`src/rtl/mem_stage.sv`:
```
// mem_stage: RV32 MEM stage. Issues loads/stores to the data cache or the AES
// MMIO slave over a valid/ready handshake, formats store lanes, extracts and
// extends load data, and owns the MEM/WB pipeline register.
module mem_stage #(
  parameter int          XLEN     = 32,
  parameter logic [31:0] AES_BASE = 32'h4000_0000
) (
  input  logic            clk_i,
  input  logic            rst_ni,
  input  logic [XLEN-1:0] alu_mem_i,
  input  logic [XLEN-1:0] rs2_mem_i,
  input  logic [XLEN-1:0] pc4_mem_i,
  input  logic            MemRW_mem_i,
  input  logic [1:0]      WBSel_mem_i,
  input  logic            RegWEn_mem_i,
  input  logic [4:0]      rsW_mem_i,
  input  logic [31:0]     inst_mem_i,
  input  logic            Valid_cpu2cache_mem_i,
  input  logic            Valid_cpu2aes_mem_i,
  input  logic            csr_we_mem_i,
  input  logic [31:0]     csr_waddr_mem_i,
  input  logic [XLEN-1:0] csr_rdata_mem_i,
  input  logic            enable_i,
  input  logic            reset_i,
  output logic            dmem_valid_o,
  output logic            aes_valid_o,
  output logic [XLEN-1:0] mem_addr_o,
  output logic [XLEN-1:0] mem_wdata_o,
  output logic [3:0]      mem_be_o,
  output logic            mem_we_o,
  input  logic            dmem_ready_i,
  input  logic            aes_ready_i,
  input  logic [XLEN-1:0] dmem_rdata_i,
  input  logic [XLEN-1:0] aes_rdata_i,
  output logic            stall_o,
  output logic            misalign_o,
  output logic [XLEN-1:0] data_wb_o,
  output logic            RegWEn_wb_o,
  output logic [4:0]      rsW_wb_o,
  output logic [31:0]     inst_wb_o,
  output logic            csr_we_wb_o,
  output logic [31:0]     csr_waddr_wb_o
);

  typedef enum logic [1:0] {IDLE = 2'd0, BUSY = 2'd1, HOLD = 2'd2} state_t;

  state_t          state_q, state_d;
  logic [2:0]      funct3;
  logic            access, misaligned, use_aes;
  logic            req, sel_ready, complete, stall, advance;
  logic [XLEN-1:0] sel_rdata, rdata_q, load_src, load_data, wb_data, wdata;
  logic [7:0]      byte_lane;
  logic [15:0]     half_lane;
  logic [3:0]      be;

  // The AES slave decodes word offsets from this base.
  if (AES_BASE[1:0] != 2'b00) begin : g_aes_base_check
    $error("mem_stage: AES_BASE must be word aligned");
  end

  assign funct3     = inst_mem_i[14:12];
  assign access     = Valid_cpu2cache_mem_i | Valid_cpu2aes_mem_i;
  assign misaligned = access &
                      (((funct3[1:0] == 2'b01) & alu_mem_i[0]) |
                       ((funct3[1:0] == 2'b10) & (alu_mem_i[1:0] != 2'b00)));
  assign use_aes    = Valid_cpu2aes_mem_i & ~Valid_cpu2cache_mem_i;

  assign sel_ready  = use_aes ? aes_ready_i : dmem_ready_i;
  assign sel_rdata  = use_aes ? aes_rdata_i : dmem_rdata_i;

  // A request is raised once from IDLE and then held in BUSY until accepted;
  // HOLD never re-issues the already completed access.
  assign req      = ((state_q == IDLE) & access & ~misaligned) | (state_q == BUSY);
  assign complete = req & sel_ready;
  assign stall    = req & ~sel_ready;
  assign advance  = enable_i & ~stall;

  // Next-state logic for the access handshake.
  always_comb begin
    // NOTE: every always_comb variable gets a default first so no path infers a latch.
    state_d = state_q;
    case (state_q)
      IDLE: if (req) state_d = !complete ? BUSY : (enable_i ? IDLE : HOLD);
      BUSY: if (complete) state_d = enable_i ? IDLE : HOLD;
      HOLD: if (enable_i) state_d = IDLE;
      default: state_d = IDLE;
    endcase
  end

  // Store lane formatting: replicate the datum so any byte lane carries it.
  always_comb begin
    be    = 4'b1111;
    wdata = rs2_mem_i;
    case (funct3[1:0])
      2'b00: begin
        be    = 4'b0001 << alu_mem_i[1:0];
        wdata = {4{rs2_mem_i[7:0]}};
      end
      2'b01: begin
        be    = 4'b0011 << alu_mem_i[1:0];
        wdata = {2{rs2_mem_i[15:0]}};
      end
      default: ;
    endcase
  end

  // Load data comes from the live bus on completion, or the capture in HOLD.
  assign load_src  = (state_q == HOLD) ? rdata_q : sel_rdata;
  assign byte_lane = load_src[{alu_mem_i[1:0], 3'b000} +: 8];
  assign half_lane = load_src[{alu_mem_i[1], 4'b0000} +: 16];

  // Load extraction with sign (funct3[2]=0) or zero (funct3[2]=1) extension.
  always_comb begin
    load_data = load_src;
    case (funct3[1:0])
      2'b00:   load_data = {{(XLEN-8){~funct3[2] & byte_lane[7]}}, byte_lane};
      2'b01:   load_data = {{(XLEN-16){~funct3[2] & half_lane[15]}}, half_lane};
      default: ;
    endcase
  end

  // Writeback source select.
  always_comb begin
    wb_data = load_data;
    case (WBSel_mem_i)
      2'd1:    wb_data = alu_mem_i;
      2'd2:    wb_data = pc4_mem_i;
      2'd3:    wb_data = csr_rdata_mem_i;
      default: wb_data = load_data;
    endcase
  end

  // NOTE: combinational outputs are gated by rst_ni so nothing is driven while
  // reset is asserted, even if the EX/MEM register still presents an access.
  assign dmem_valid_o = rst_ni & req & ~use_aes;
  assign aes_valid_o  = rst_ni & req & use_aes;
  assign mem_we_o     = rst_ni & req & MemRW_mem_i;
  assign mem_addr_o   = rst_ni ? {alu_mem_i[XLEN-1:2], 2'b00} : '0;
  assign mem_wdata_o  = rst_ni ? wdata : '0;
  assign mem_be_o     = rst_ni ? be : 4'b0000;
  assign stall_o      = rst_ni & stall;
  // Fires only on the enabled cycle; the instruction leaves MEM right after.
  assign misalign_o   = rst_ni & (state_q == IDLE) & misaligned & enable_i;

  // FSM state and captured read data.
  always_ff @(posedge clk_i or negedge rst_ni) begin
    // NOTE: non-blocking assignments so every flop samples pre-edge values.
    if (!rst_ni) begin
      state_q <= IDLE;
      rdata_q <= '0;
    end else begin
      state_q <= state_d;
      if (complete) rdata_q <= sel_rdata;
    end
  end

  // MEM/WB pipeline register with synchronous flush.
  always_ff @(posedge clk_i or negedge rst_ni) begin
    if (!rst_ni) begin
      data_wb_o      <= '0;
      RegWEn_wb_o    <= 1'b0;
      rsW_wb_o       <= '0;
      inst_wb_o      <= '0;
      csr_we_wb_o    <= 1'b0;
      csr_waddr_wb_o <= '0;
    end else if (advance) begin
      if (reset_i) begin
        data_wb_o      <= '0;
        RegWEn_wb_o    <= 1'b0;
        rsW_wb_o       <= '0;
        inst_wb_o      <= '0;
        csr_we_wb_o    <= 1'b0;
        csr_waddr_wb_o <= '0;
      end else begin
        data_wb_o      <= wb_data;
        RegWEn_wb_o    <= RegWEn_mem_i & ~misaligned;
        rsW_wb_o       <= rsW_mem_i;
        inst_wb_o      <= inst_mem_i;
        csr_we_wb_o    <= csr_we_mem_i;
        csr_waddr_wb_o <= csr_waddr_mem_i;
      end
    end
  end

endmodule

```
`config.mk`:
```
export PLATFORM = sky130hd
export DESIGN_NAME = mem_stage
export DESIGN_NICKNAME = d
export VERILOG_FILES = /design/src/rtl/mem_stage.sv
export SDC_FILE = /design/constraint.sdc
export NUM_CORES = 1
export LEC_CHECK = 0
export CORE_AREA = 3 3 175 177
export CTS_CLUSTER_SIZE = 25
export DETAILED_ROUTE_END_ITERATION = 7
export DIE_AREA = 0 0 178 180
export HOLD_SLACK_MARGIN = 0.02
export PLACE_DENSITY = 0.6
export SYNTH_ARGS = -nofsm -noshare
export SYNTH_HDL_FRONTEND = slang
export SYNTH_SLANG_ARGS = --single-unit
```
`constraint.sdc`:
```
create_clock -name clk_i -period 2 [get_ports clk_i]
set_input_delay 0.2 -clock clk_i [delete_from_list [all_inputs] [get_ports clk_i]]
set_output_delay 0.2 -clock clk_i [all_outputs]
set_load 0.005 [all_outputs]
```
# Yosys cells after proc, flatten, opt, wreduce, memory -nomap -nowiden
# Index checks and enable logic that the tools add are counted.
# word_totals
reg_bits	137
in_bits	274
output_inout_bits	176
# op_classes
n_eq_ne	10
n_shift	4
mux	22
bitwise_logic	29
n_reduce_logical	4
# op_table
op	count
$mux 32	7
$pmux 32 s2	2
$pmux 32 s3	1
$shiftx 32x6->16	1
$shiftx 32x6->8	1
$and 1x1->1	20
$mux 2	5
$eq 2x2->1 const B	4
$pmux 4 s2	1
$eq 2x1->1 const B	3
$ne 2x2->1 const B	3
$not 1->1	6
$pmux 2 s3	1
$mux 5	1
$logic_not 2->1	2
$mux 4	1
$shl 1x2->4 const A	1
$shl 2x2->4 const A	1
$mux 1	3
$or 1x1->1	3
$reduce_and 3->1	1
$reduce_bool 2->1	1

# Longest topological paths before layout
# Gate-level depths: netlist (run 1).
# logic_depth
depth_word	11
depth_mapped	10
ltp_nobuf	6

# Worst setup path after synthesis (run 1)
# No wires, ideal clock.
# synth_path
kind	reg2reg
from	register state_q[1]
to	register data_wb_o[22]
setup_ns	0.126
t_arrival_ns	1.772
t_required_ns	1.874
slack_ns	0.102
path_stages_with_launch	9
n_path_buf	2
path_cell_list	dfrtp_1 -> nor2b_1 -> clkbuf_1 -> a211o_1 -> a2bb2oi_1 -> a22oi_1 -> a21oi_2 -> buf_2 -> o31ai_1
# synth_via
elab_chain_cells	7
word_cells_on_any_way	17
classes_between	2 x eq/ne; 2 x shift; 4 x mux; 8 x bitwise; 1 x reduce/logical
# synth_lines
item	line	rtl
start: declaration	47	state_t state_q, state_d;
start signal: assignment	152	state_q <= state_d;
$eq 2x2->1 or $logic_not 2->1 (tied branches)	108, 73	
$mux 32 or $and 1x1->1 (tied branches)	108, 73	
$shiftx 32x6->16, or another cell as far along	110	assign half_lane = load_src[{alu_mem_i[1], 4'b0000} +: 16];
$and 1x1->1, or another cell as far along	117	2'b01: load_data = {{(XLEN-16){~funct3[2] & half_lane[15]}}, half_lane};
$pmux 32 s2 or $and 1x1->1 (tied branches)	115, 75	
$pmux 32 s3 or $not 1->1 (tied branches)	125, 76	
$mux 32 or $and 1x1->1 (tied branches)	167, 76	
end signal: assignment	175	data_wb_o <= wb_data;
end: declaration	37	output logic [XLEN-1:0] data_wb_o,
# Several ways; a longest one is shown, not always the timed one.
# A chain may end at the register's enable or synchronous reset.

# Final worst setup path (run 1)
# layout_path
from	register state_q[1]
to	register csr_waddr_wb_o[15]
# layout_via
elab_chain_cells	7
word_cells_on_any_way	8
classes_between	1 x eq/ne; 6 x bitwise; 1 x reduce/logical
# layout_lines
item	line	rtl
$logic_not 2->1	73	assign req = ((state_q == IDLE) & access & ~misaligned) | (state_q == BUSY);
$and 1x1->1 (2 in a row)	73	
$or 1x1->1 (*)	73	
$and 1x1->1 (*)	75	assign stall = req & ~sel_ready;
$not 1->1 (*)	76	assign advance = enable_i & ~stall;
$and 1x1->1 (*)	76	
end signal: assignment	180	csr_waddr_wb_o <= csr_waddr_mem_i;
end: declaration	42	output logic [31:0] csr_waddr_wb_o
# Every way passes the cells marked *; elsewhere a longest branch is shown, timed or not.

==> out/summary.txt, run 1 <==
Status = finished with violations
Failing checks = setup timing
Pleak = 6.41 nW
Initial drt markers = 633
Reg-to-reg slack, setup = -20 ps
CP endpoint kind = flip-flop
Die W = 178 um
CP Max Fanout = 10
Post-DP HPWL = 29100 um
CP arrival = 2360 ps
Hold Slack = 148 ps
Setup-failing EPs final = 8
Startpoint types = flip-flop
H-Tree Depth = 4
Critical Path RT = 2340 ps
Clk Tree Root Cell = clkbuf_16
Number of buffers added on ports = 447
Post-Route WL = 39100 um
DRT Pass-1 Iters = 5
Minimum clock period = 2020 ps
Clock Pin Slew Worst Setup and Hold Paths = 70 ps
Final Util = 51.3%
Achievable Freq = 0.494 GHz
Die Span Y = 180 um
Drt wl/cell = 20.2 um
Worst path max stage delay = 460 ps
Global-route wire length before repair = 55300 um
Worst skew pair latency = 420 ps
Distinct cells, synth = 47
Layout Nets = 1806
RSZ-0062 raised after global routing = yes
Number of global-route vias before repair = 9185
Post-synth EDFFs = 0
Area Growth Syn to Fin = 82.6%
Top FF cell, synth = dfrtp_1
Hold Crit Class = input port to asynchronous set/reset pin
Power Density = 695 mW/mm2
Num CTS Buffers = 17
GRT overflow = 0
Worst Skew = 11.2 ps
Die Area = 0.0320 mm2
DRT antenna net count = 0
Post-Syn Area = 0.00825 mm2
Core region area = 0.0294 mm2
Max-slew headroom = 55.7%
Placed cell count = 1874
CTS sink cnt = 137
Starting Density = 28.1%
Largest net degree at the start of global routing = 91
Worst vdd ir = 0.605 mV
Max Cap Violations = 0
Syn. warnings = 0
Fill cells = 2763
Number of diodes = 0
GRT Total Usage = 22.3%
Slowest CP cell = dfrtp_2
Register area share after synthesis = 41.5%
Non-Filler Instances = 1935
GPL Wtd Cong = 0.857
Via Count = 9534
Max Transition Viols Final = 0
Sum Neg Setup Slack = -56.4 ps
Fraction of layout cells with a size suffix above 1 = 14.7%
Register bit count reported by yosys = 137
Syn avg cell area = 8.12 um2
Cells along the critical path = buf_6, or3_1, a2bb2oi_2, nand2b_4, buf_12, clkbuf_16, clkbuf_16, nand2_1, o21ai_1
R2R Path Start = state_q[1]
Most frequent CP cell = clkbuf_16
Initial antenna violation count = 0
Final worst slack = -22.5 ps
Worst reg2reg endpoint = csr_waddr_wb_o[15]
Asr flop ratio synth = 100%
Commonest non-fill, non-tap cell in the layout = clkdlybuf4s50_1
Mapped Cells = 1016
Setup CP Type = flip-flop to flip-flop
Row count = 63
IO Pins = 450
Via density = 4.93
Worst-Margin Slew = 664 ps
CTS tree = done
DR DRC count = 0
Worst-case reg-to-reg path depth = 9
Final Hold Viols = 0
Most frequent cells in the layout = clkdlybuf4s50_1, nand2_1, dfrtp_1
Final worst-path cycle share = 101%
Max Buffers Root-to-Sink = 2
[cell type report]
type | instances | area, um2 | area share [%]
Multi-Input combinational cell | 786 | 4630 | 30.7
Sequential cell | 137 | 3430 | 22.8
Timing Repair Buffer | 584 | 5880 | 39.0
Inverter | 6 | 22.5 | 0.149
Tap cell | 390 | 488 | 3.24
Clock buffer | 18 | 439 | 2.91
Clock inverter | 14 | 179 | 1.19
[report_power, final]
group | leakage, nW | internal (mW) | total (mW) | switching [mW]
Combinational | 4.39 | 2.03 | 3.60 | 1.56
Clock | 0.301 | 1.93 | 3.33 | 1.40
Sequential | 1.72 | 3.25 | 3.54 | 0.299
Total | 6.41 | 7.21 | 10.5 | 3.26
[state kept, by name, indices dropped and copies added (netlist names)]
| name | count |
|---|---|
| RegWEn_wb_o | 1 |
| csr_waddr_wb_o | 32 |
| csr_we_wb_o | 1 |
| data_wb_o | 32 |
| inst_wb_o | 32 |
| rdata_q | 32 |
| rsW_wb_o | 5 |
| state_q | 2 |
[cells by family after synthesis]
group | share of synthesized area (%)
AO/OA/AOI/OAI | 22.7
buffers and inverters | 5.25
multiplexers | 8.73
flip-flops | 41.5
AND/OR/NAND/NOR | 21.8
other | 0.0454
[metal layers]
layer / vias up / GRT usage [%] / routed length [um]
li1: 4582 / - / -
met3: 41 / 4.86 / 2850
met1: 4508 / 31.1 / 17800
met5: - / 0 / 0
met4: 0 / 5.62 / 744
met2: 403 / 34.9 / 17700
[repair_timing]
item,CTS,global route
gates cloned,1,11
endpoints found under the setup margin,34,102
gates resized for setup,23,58
buffers inserted,6,8
hold endpoints to repair,19,0
hold buffers,3,0
pin swaps,3,7
[metrics by stage]
step	setup WS, ps	area (um2)	power [mW]
floorplan	102	8260	4.76
global placement	-549	13800	6.86
detailed placement	-570	13800	6.90
CTS	18.4	14600	10.3
global route	-103	15100	11.0
finish	-22.5	15100	10.5
[cell usage after synthesis, types with 15 or more instances]
cell      instances  share of area [%]
a21oi_1          92                5.6
a31oi_1          16                1.2
and2_1           46                3.5
buf_2            31                1.9
clkbuf_1         49                2.2
dfrtp_1         137                 42
mux2i_1          72                8.7
nand2_1         213                9.7
nor2_1           83                3.8
nor2b_1          17                1.3
o21ai_0          94                5.7
o221ai_1         15                1.6
o31ai_1          16                1.5
[worst max-delay path: cells and delay by family, from the launching register on]
family	cells	cell delay (ps)
and+or+nand+nor	3	650
buffers and inverters	4	580
DFF	1	460
AOI/OAI and AO/OA	2	250
[worst max-delay path by stage]
stage	from	end	cells after the start
detailed placement	Valid_cpu2cache_mem_i	data_wb_o[3]	10
global route	state_q[0]	data_wb_o[22]	8
finish	state_q[1]	csr_waddr_wb_o[15]	9
floorplan	alu_mem_i[1]	data_wb_o[6]	9
CTS	state_q[1]	inst_wb_o[10]	6
global placement	Valid_cpu2cache_mem_i	data_wb_o[3]	10
No activity file was read; power rests on OpenSTA's default activity.
==> inputs of run 2 (changes only) <==
==> config.mk (replaced) <==
export PLATFORM = sky130hd
export DESIGN_NAME = mem_stage
export DESIGN_NICKNAME = d
export VERILOG_FILES = /design/src/rtl/mem_stage.sv
export SDC_FILE = /design/constraint.sdc
export NUM_CORES = 1
export LEC_CHECK = 0
export ABC_AREA = 1
export CORE_AREA = 3 3 174 176
export DETAILED_ROUTE_END_ITERATION = 7
export DIE_AREA = 0 0 177 179
export HOLD_SLACK_MARGIN = 0.02
export PLACE_DENSITY = 0.61
export SYNTH_ARGS = -nofsm -noshare
export SYNTH_HDL_FRONTEND = slang
export SYNTH_SLANG_ARGS = --single-unit
==> run 2 against run 1 <==
The flow now finishes without violations. Register-to-register slack better by 120 ps. Synthesized area shrank 1.1%. First-iteration DRC count fell by 0.63%. Final cell count increased by 5.2%. Via count increased by 2.5%. Hold slack got worse by 61 ps. Clock skew shrank 2.2 ps. Non-clock buffer count decreased by 32. Cell area shrank 4.6%. Clock power shrank 6.3%. Global-route usage increased by 0.96 points. Critical path depth decreased by 2. Critical path type is now input port to output pin.
==> out/summary.txt, run 2 <==
GPL Wtd Cong = 0.891 (+3.9%)
CTS tree = done
Distinct cells, synth = 27 (-43%)
Share of Yosys cell area claimed by the top area cell type = 42.0% (+0.45 points)
Setup CP Type = input port to output pin
Worst skew pair latency = 420 ps (about the same)
Worst-Margin Slew = 545 ps (-119 ps)
Post-Syn Area = 0.00816 mm2 (-1.1%)
Simple-Gate Fraction of Synth Area = 32.0% (+10 points)
Final Hold Viols = 0 (unchanged)
Max-slew headroom = 63.6% (+7.8 points)
Hold Crit Class = input port to asynchronous set/reset pin
Max Cap Violations = 0 (unchanged)
Die W = 177 um (-0.56%)
Syn avg cell area = 7.11 um2 (-12%)
IO Pins = 450 (unchanged)
Slowest CP cell = clkdlybuf4s50_1
Most frequent cells in the layout = clkdlybuf4s50_1, nand2_1, dfrtp_1
Die Area = 0.0317 mm2 (-1.1%)
Fill cells = 2805 (+1.5%)
Largest net degree at the start of global routing = 96 (+5.5%)
Via Count = 9768 (+2.5%)
Asr flop ratio synth = 100% (unchanged)
Multi-input gate area = 0.00409 mm2 (-12%)
Most frequent cells after synthesis = nand2_1, dfrtp_1, nand3_1
Global-route wire length before repair = 56500 um (+2.1%)
CP Max Fanout = 9 (-1)
DRT Pass-1 Iters = 7 (+2)
Syn. warnings = 0 (unchanged)
GRT overflow = 0 (unchanged)
CP endpoint kind = output pin
Largest family of logic cells by synthesized area = simple AND/OR/NAND/NOR gates
Register area share after synthesis = 42.0% (+0.45 points)
Startpoint types = input port
Pleak = 6.82 nW (+6.5%)
H-Tree Depth = 4 (unchanged)
Worst path max stage delay = 540 ps (+80 ps)
Most frequent CP cell = nor2_1
Synth Area in Adders = 0% (unchanged)
Area Growth Syn to Fin = 76.0%
Die Span Y = 179 um (-0.56%)
RSZ-0062 raised after global routing = yes
Row count = 62 (-1.6%)
Fraction of layout cells with a size suffix above 1 = 11.1% (-3.6 points)
Max Transition Viols Final = 0 (unchanged)
Number of buffers added on ports = 447 (unchanged)
Placement Setup Slack = -527 ps (+43.1 ps)
Post-synth EDFFs = 0 (unchanged)
Commonest non-fill, non-tap cell in the layout = clkdlybuf4s50_1
Cells along the critical path = dlygate4sd2_1, buf_4, nor2_4, buf_6, nor2_1, nor2_1, clkdlybuf4s50_1
Worst Skew = 8.93 ps (-2.25 ps)
Achievable Freq = 0.513 GHz (+3.7%)
Max Buffers Root-to-Sink = 2 (unchanged)
DRT antenna net count = 0 (unchanged)
Clock Pin Slew Worst Setup and Hold Paths = 70 ps (about the same)
Drt wl/cell = 19.2 um (-5.0%)
GRT Total Usage = 23.2% (+0.96 points)
Synth area leaders = dfrtp_1, nand2_1, nand3_1
DR DRC count = 0 (unchanged)
Count leader, synth = nand2_1
Final worst slack = 48.8 ps (+71.3 ps)
Num CTS Buffers = 17 (unchanged)
R2R Path Start = state_q[0]
Compound-Gate Fraction of Synth Area = 16.3% (-6.3 points)
Starting Density = 28.4% (+0.30 points)
Top FF cell, synth = dfrtp_1
Worst vdd ir = 0.517 mV (-15%)
Initial antenna violation count = 1 (+1)
Multiplexer area fraction after synthesis = 0% (-8.7 points)
Register bit count reported by yosys = 137 (unchanged)
Reg area = 0.00343 mm2 (about the same)
Via density = 4.80 (-2.6%)
CP arrival = 1750 ps (-610 ps)
Area leader, netlist = dfrtp_1
Post-synthesis xor/xnor area fraction = 0% (unchanged)
Start point of the critical path = inst_mem_i[13]
Final worst-path cycle share = 97.6% (-3.6 points)
Critical Path RT = 1800 ps (-540 ps)
Minimum clock period = 1950 ps (-71.3 ps)
Initial drt markers = 629 (-0.63%)
Number of diodes = 0 (unchanged)
Post-Route WL = 39100 um (about the same)
Post-DP HPWL = 31000 um (+6.5%)
Layout Nets = 1913 (+5.9%)
Final Util = 49.9% (-1.3 points)
Core region area = 0.0288 mm2 (-2.1%)
CTS sink cnt = 137 (unchanged)
Status = complete, no violations
Setup-failing EPs final = 0 (-8)
Clk Tree Root Cell = clkbuf_16
Mapped Cells = 1148 (+13%)
Number of global-route vias before repair = 9310 (+1.4%)
Power Density = 710 mW/mm2 (+2.1%)
[run 2: cell count changes after synthesis, moves of 52 or more]
cell	previous run	this run
nand2_1	213	410
mux2i_1	72	0
a21oi_1	92	40
nand3_1	2	119
a22o_1	0	67
inv_1	4	79
[run 2: power breakdown]
part           leakage, nW  switching [mW]  total [mW]  internal [mW]
Clock                0.273            1.46        3.12           1.66
Sequential            1.76           0.255        3.53           3.27
Combinational         4.79            1.63        3.56           1.93
Total                 6.82            3.34        10.2           6.86
[run 2: logic make-up (layout without fill, tap and decap cells)]
family / count (synthesis) / in the layout
other: 1 / 2
AO/OA/AOI/OAI: 209 / 209
AND/OR/NAND/NOR: 633 / 634
flip-flops: 137 / 137
buffers and inverters: 168 / 670
[run 2: worst max-delay path: cells and delay by family]
family	cells	cell delay [ps]
buffers and inverters	4	1190
AND/OR/NAND/NOR	3	340
[run 2: metrics by stage]
stage | hold WS, ps | std cells | TNS (ps) | area (um2) | total power [mW]
6_report | 87.0 | 2036 | 0 | 14400 | 10.2
3_5_place_dp | 109 | 2000 | -26000 | 13600 | 7.08
5_1_grt | 97.4 | 2036 | -25.0 | 14400 | 10.8
4_1_cts | 59.1 | 2034 | 0 | 14200 | 10.3
3_3_place_gp | 111 | 2000 | -15470 | 13600 | 7.04
2_1_floorplan | -95.6 | 1149 | 0 | 8170 | 4.87
[run 2: layer usage]
metal	global-route usage, %	wire length, um	share of wire (%)
met4	5.20	556	1.4
met5	0	10	0.026
met2	38.1	18700	48
met3	4.83	2690	6.9
met1	31.7	17100	44
[run 2: final cells by class]
| class | instances | area share, % |
|---|---|---|
| Inverter | 86 | 2.25 |
| Clock inverter | 15 | 1.01 |
| Sequential cell | 137 | 23.9 |
| Multi-Input combinational cell | 845 | 28.4 |
| Timing Repair Buffer | 552 | 38.2 |
| Clock buffer | 17 | 2.96 |
| Tap cell | 384 | 3.34 |
[run 2: path summary, 6_finish.rpt]
path | endpoint | slack (ps) | cells after the start
worst max register to register | data_wb_o[9] | 100 | 11
worst max-delay path | mem_wdata_o[12] | 50 | 7
max in group asynchronous | rdata_q[15] | 950 | 3
worst min register to register | data_wb_o[21] | 480 | 2
worst min-delay path | inst_wb_o[19] | 90 | 3
min in group clk_i | data_wb_o[0] | 330 | 5
[run 2: what timing repair did]
action	4_1_cts	5_1_grt
endpoints found under the hold margin	34	0
resized for setup	19	34
setup endpoints to repair	32	30
hold buffers	2	0
setup buffers	0	1
pin swaps	1	3
cloned	0	1
==> inputs of run 3 (changes only) <==
==> constraint.sdc (replaced) <==
create_clock -name clk_i -period 2 [get_ports clk_i]
set_input_delay 0.2 -clock clk_i [delete_from_list [all_inputs] [get_ports clk_i]]
set_output_delay 0.2 -clock clk_i [all_outputs]
set_load 0.05 [all_outputs]
==> run 3 against run 2 <==
Count of clock-buffer cells in the layout up 2. Hold slack better by 75 ps. Combinational power rose by 45%. Flip-flop and latch count stayed put. Critical path type is now flip-flop to output pin. Highest routed layer is now met4.
==> out/summary.txt, run 3 (same netlist as run 2, synthesis figures left out) <==
Final worst-path cycle share = 95.7% (-1.8 points)
Combinational share of power = 42.4% (+7.5 points)
Number of buffers added on ports = 447 (unchanged)
Core region area = 0.0288 mm2 (unchanged)
Final Hold Viols = 0 (unchanged)
Cells along the critical path = clkdlybuf4s50_1
Worst vdd ir = 0.501 mV (-3.1%)
Starting Density = 28.4% (unchanged)
Final worst slack = 85.6 ps (+36.8 ps)
GRT Total Usage = 23.4% (+0.12 points)
Status = complete, no violations
Clock Pin Slew Worst Setup and Hold Paths = 70 ps (about the same)
Worst-Margin Slew = 816 ps (+271 ps)
Seq pwr share = 29.2% (-5.4 points)
Initial antenna violation count = 2 (+1)
Largest net degree at the start of global routing = 47 (-51%)
Pint = 7.43 mW (+8.3%)
Via density = 4.82 (+0.43%)
Pleak = 7.14 nW (+4.6%)
CTS sink cnt = 137 (unchanged)
Buf+Inv Stages, Crit Path = 1 (-3)
Drt wl/cell = 19.0 um (-1.1%)
DRT antenna net count = 0 (unchanged)
Worst skew pair latency = 420 ps (about the same)
Global-route wire length before repair = 57000 um (+0.98%)
Max-slew headroom = 45.4% (-18 points)
GRT overflow = 0 (unchanged)
Slowest CP cell = clkdlybuf4s50_1
Via Count = 9796 (+0.29%)
Reg-to-reg slack, setup = 120 ps (+20 ps)
Hold Slack = 162 ps (+75.3 ps)
DRT Pass-1 Iters = 5 (-2)
Post-Route WL = 38600 um (-1.2%)
Layout Nets = 1908 (-0.26%)
GPL Wtd Cong = 0.906 (+1.7%)
Area Growth Syn to Fin = 83.4%
Most frequent cells in the layout = nand2_1, clkdlybuf4s50_1, dfrtp_1
Switching Share = 38.9% (+6.1 points)
Die W = 177 um (unchanged)
Num CTS Buffers = 17 (unchanged)
Die Area = 0.0317 mm2 (unchanged)
IO Pins = 450 (unchanged)
Power Density = 811 mW/mm2 (+14%)
Initial drt markers = 721 (+15%)
Minimum clock period = 1910 ps (-36.8 ps)
CP endpoint kind = output pin
Clk Tree Root Cell = clkbuf_16
Commonest non-fill, non-tap cell in the layout = nand2_1
Fraction of layout cells with a size suffix above 1 = 15.1% (+4.0 points)
Row count = 62 (unchanged)
Critical Path RT = 1800 ps (about the same)
Max Buffers Root-to-Sink = 2 (unchanged)
Post-DP HPWL = 30800 um (-0.70%)
Fill cells = 2747 (-2.1%)
R2R Path Start = state_q[0]
H-Tree Depth = 4 (unchanged)
Hold Crit Class = input port to asynchronous set/reset pin
Worst path max stage delay = 930 ps (+390 ps)
Startpoint types = flip-flop
Worst reg2reg endpoint = data_wb_o[8]
Setup-failing EPs final = 0 (unchanged)
NetSw = 4.72 mW (+41%)
Number of global-route vias before repair = 9361 (+0.55%)
CP arrival = 1710 ps (-40 ps)
RSZ-0062 raised after global routing = yes
Worst-case reg-to-reg path depth = 13 (+2)
CP top delay family = buffers and inverters
Max Cap Violations = 0 (unchanged)
CTS tree = done
CP Max Fanout = 2 (-7)
Clock network fraction of total power = 28.4% (-2.1 points)
Max Transition Viols Final = 0 (unchanged)
Die Span Y = 179 um (unchanged)
Worst Skew = 13.5 ps (+4.62 ps)
Placement Setup Slack = -451 ps (+75.5 ps)
Setup CP Type = flip-flop to output pin
DR DRC count = 0 (unchanged)
Achievable Freq = 0.522 GHz (+1.9%)
==> run 3: changes by cell type in the layout (fill, tap and decap cells not counted), moves of 3 or more <==
| cell | change |
|---|---|
| buf_4 | +14 |
| nand2_2 | -5 |
| nand2_1 | +4 |
| buf_6 | -5 |
| clkdlybuf4s50_1 | -72 |
| buf_12 | +64 |
| bufinv_16 | +3 |
| dlygate4sd2_1 | -7 |
==> run 3: through the flow <==
stage | power, mW | cells | setup TNS (ps) | util, % | area, um2
after CTS | 12.2 | 2030 | 0 | 51.8 | 14900
after global placement | 8.66 | 1994 | -20970 | 49.4 | 14200
after floorplan | 6.27 | 1149 | 0 | - | 8180
after global routing | 12.7 | 2033 | -6.36 | 52.0 | 15000
final | 12.1 | 2033 | 0 | 52.0 | 15000
after detailed placement | 8.70 | 1994 | -20420 | 49.4 | 14200
==> run 3: power by group through the flow <==
| stage | clock [mW] | combinational, mW | sequential, mW |
|---|---|---|---|
| final | 3.45 | 5.16 | 3.54 |
| after global routing | 3.66 | 5.46 | 3.60 |
| after CTS | 3.53 | 5.15 | 3.54 |
| after detailed placement | 0 | 5.12 | 3.59 |
| after global placement | 0 | 5.08 | 3.58 |
| after floorplan | 0 | 1.61 | 4.66 |
==> run 3: area by class of cell <==
type / instances / area [um2] / share of cell area [%]
well taps: 384 / 480 / 3.21
multi-input cells: 844 / 4050 / 27.1
inverters: 86 / 323 / 2.16
clock inverters: 13 / 181 / 1.21
clock buffers: 19 / 453 / 3.02
diodes: 2 / 5.00 / 0.0334
flip-flops and latches: 137 / 3430 / 22.9
repair buffers: 548 / 6050 / 40.4
==> run 3: worst max-delay path by stage <==
| stage | endpoint | slack [ps] | cells after the start | from |
|---|---|---|---|---|
| final | data_wb_o[15] | 90 | 1 | data_wb_o[15] |
| after global routing | stall_o | -5 | 11 | Valid_cpu2cache_mem_i |
| after CTS | mem_be_o[1] | 9 | 9 | inst_mem_i[13] |
| after detailed placement | data_wb_o[6] | -450 | 16 | Valid_cpu2cache_mem_i |
| after global placement | data_wb_o[6] | -480 | 17 | Valid_cpu2aes_mem_i |
| after floorplan | mem_wdata_o[18] | 10 | 6 | inst_mem_i[13] |
==> run 3: timing repair <==
action | CTS | global route
pin swaps | 1 | 3
endpoints found under the setup margin | 10 | 34
gates resized for setup | 11 | 20
hold buffers | 4 | 0
endpoints found under the hold margin | 40 | 0
setup buffers | 0 | 1
==> run 3: tightest hold or removal path, stage by stage <==
cell and delay [ps]:
clkbuf_8 240, buf_12 240, buf_4 200
==> run 3: per-layer routing <==
| layer | global-route usage, % | up-vias | routed length, um |
|---|---|---|---|
| met3 | 4.83 | 40 | 2770 |
| met2 | 38.5 | 448 | 18500 |
| met1 | 31.4 | 4566 | 16600 |
| met5 | 0 | - | 0 |
| li1 | - | 4742 | - |
| met4 | 5.89 | 0 | 749 |
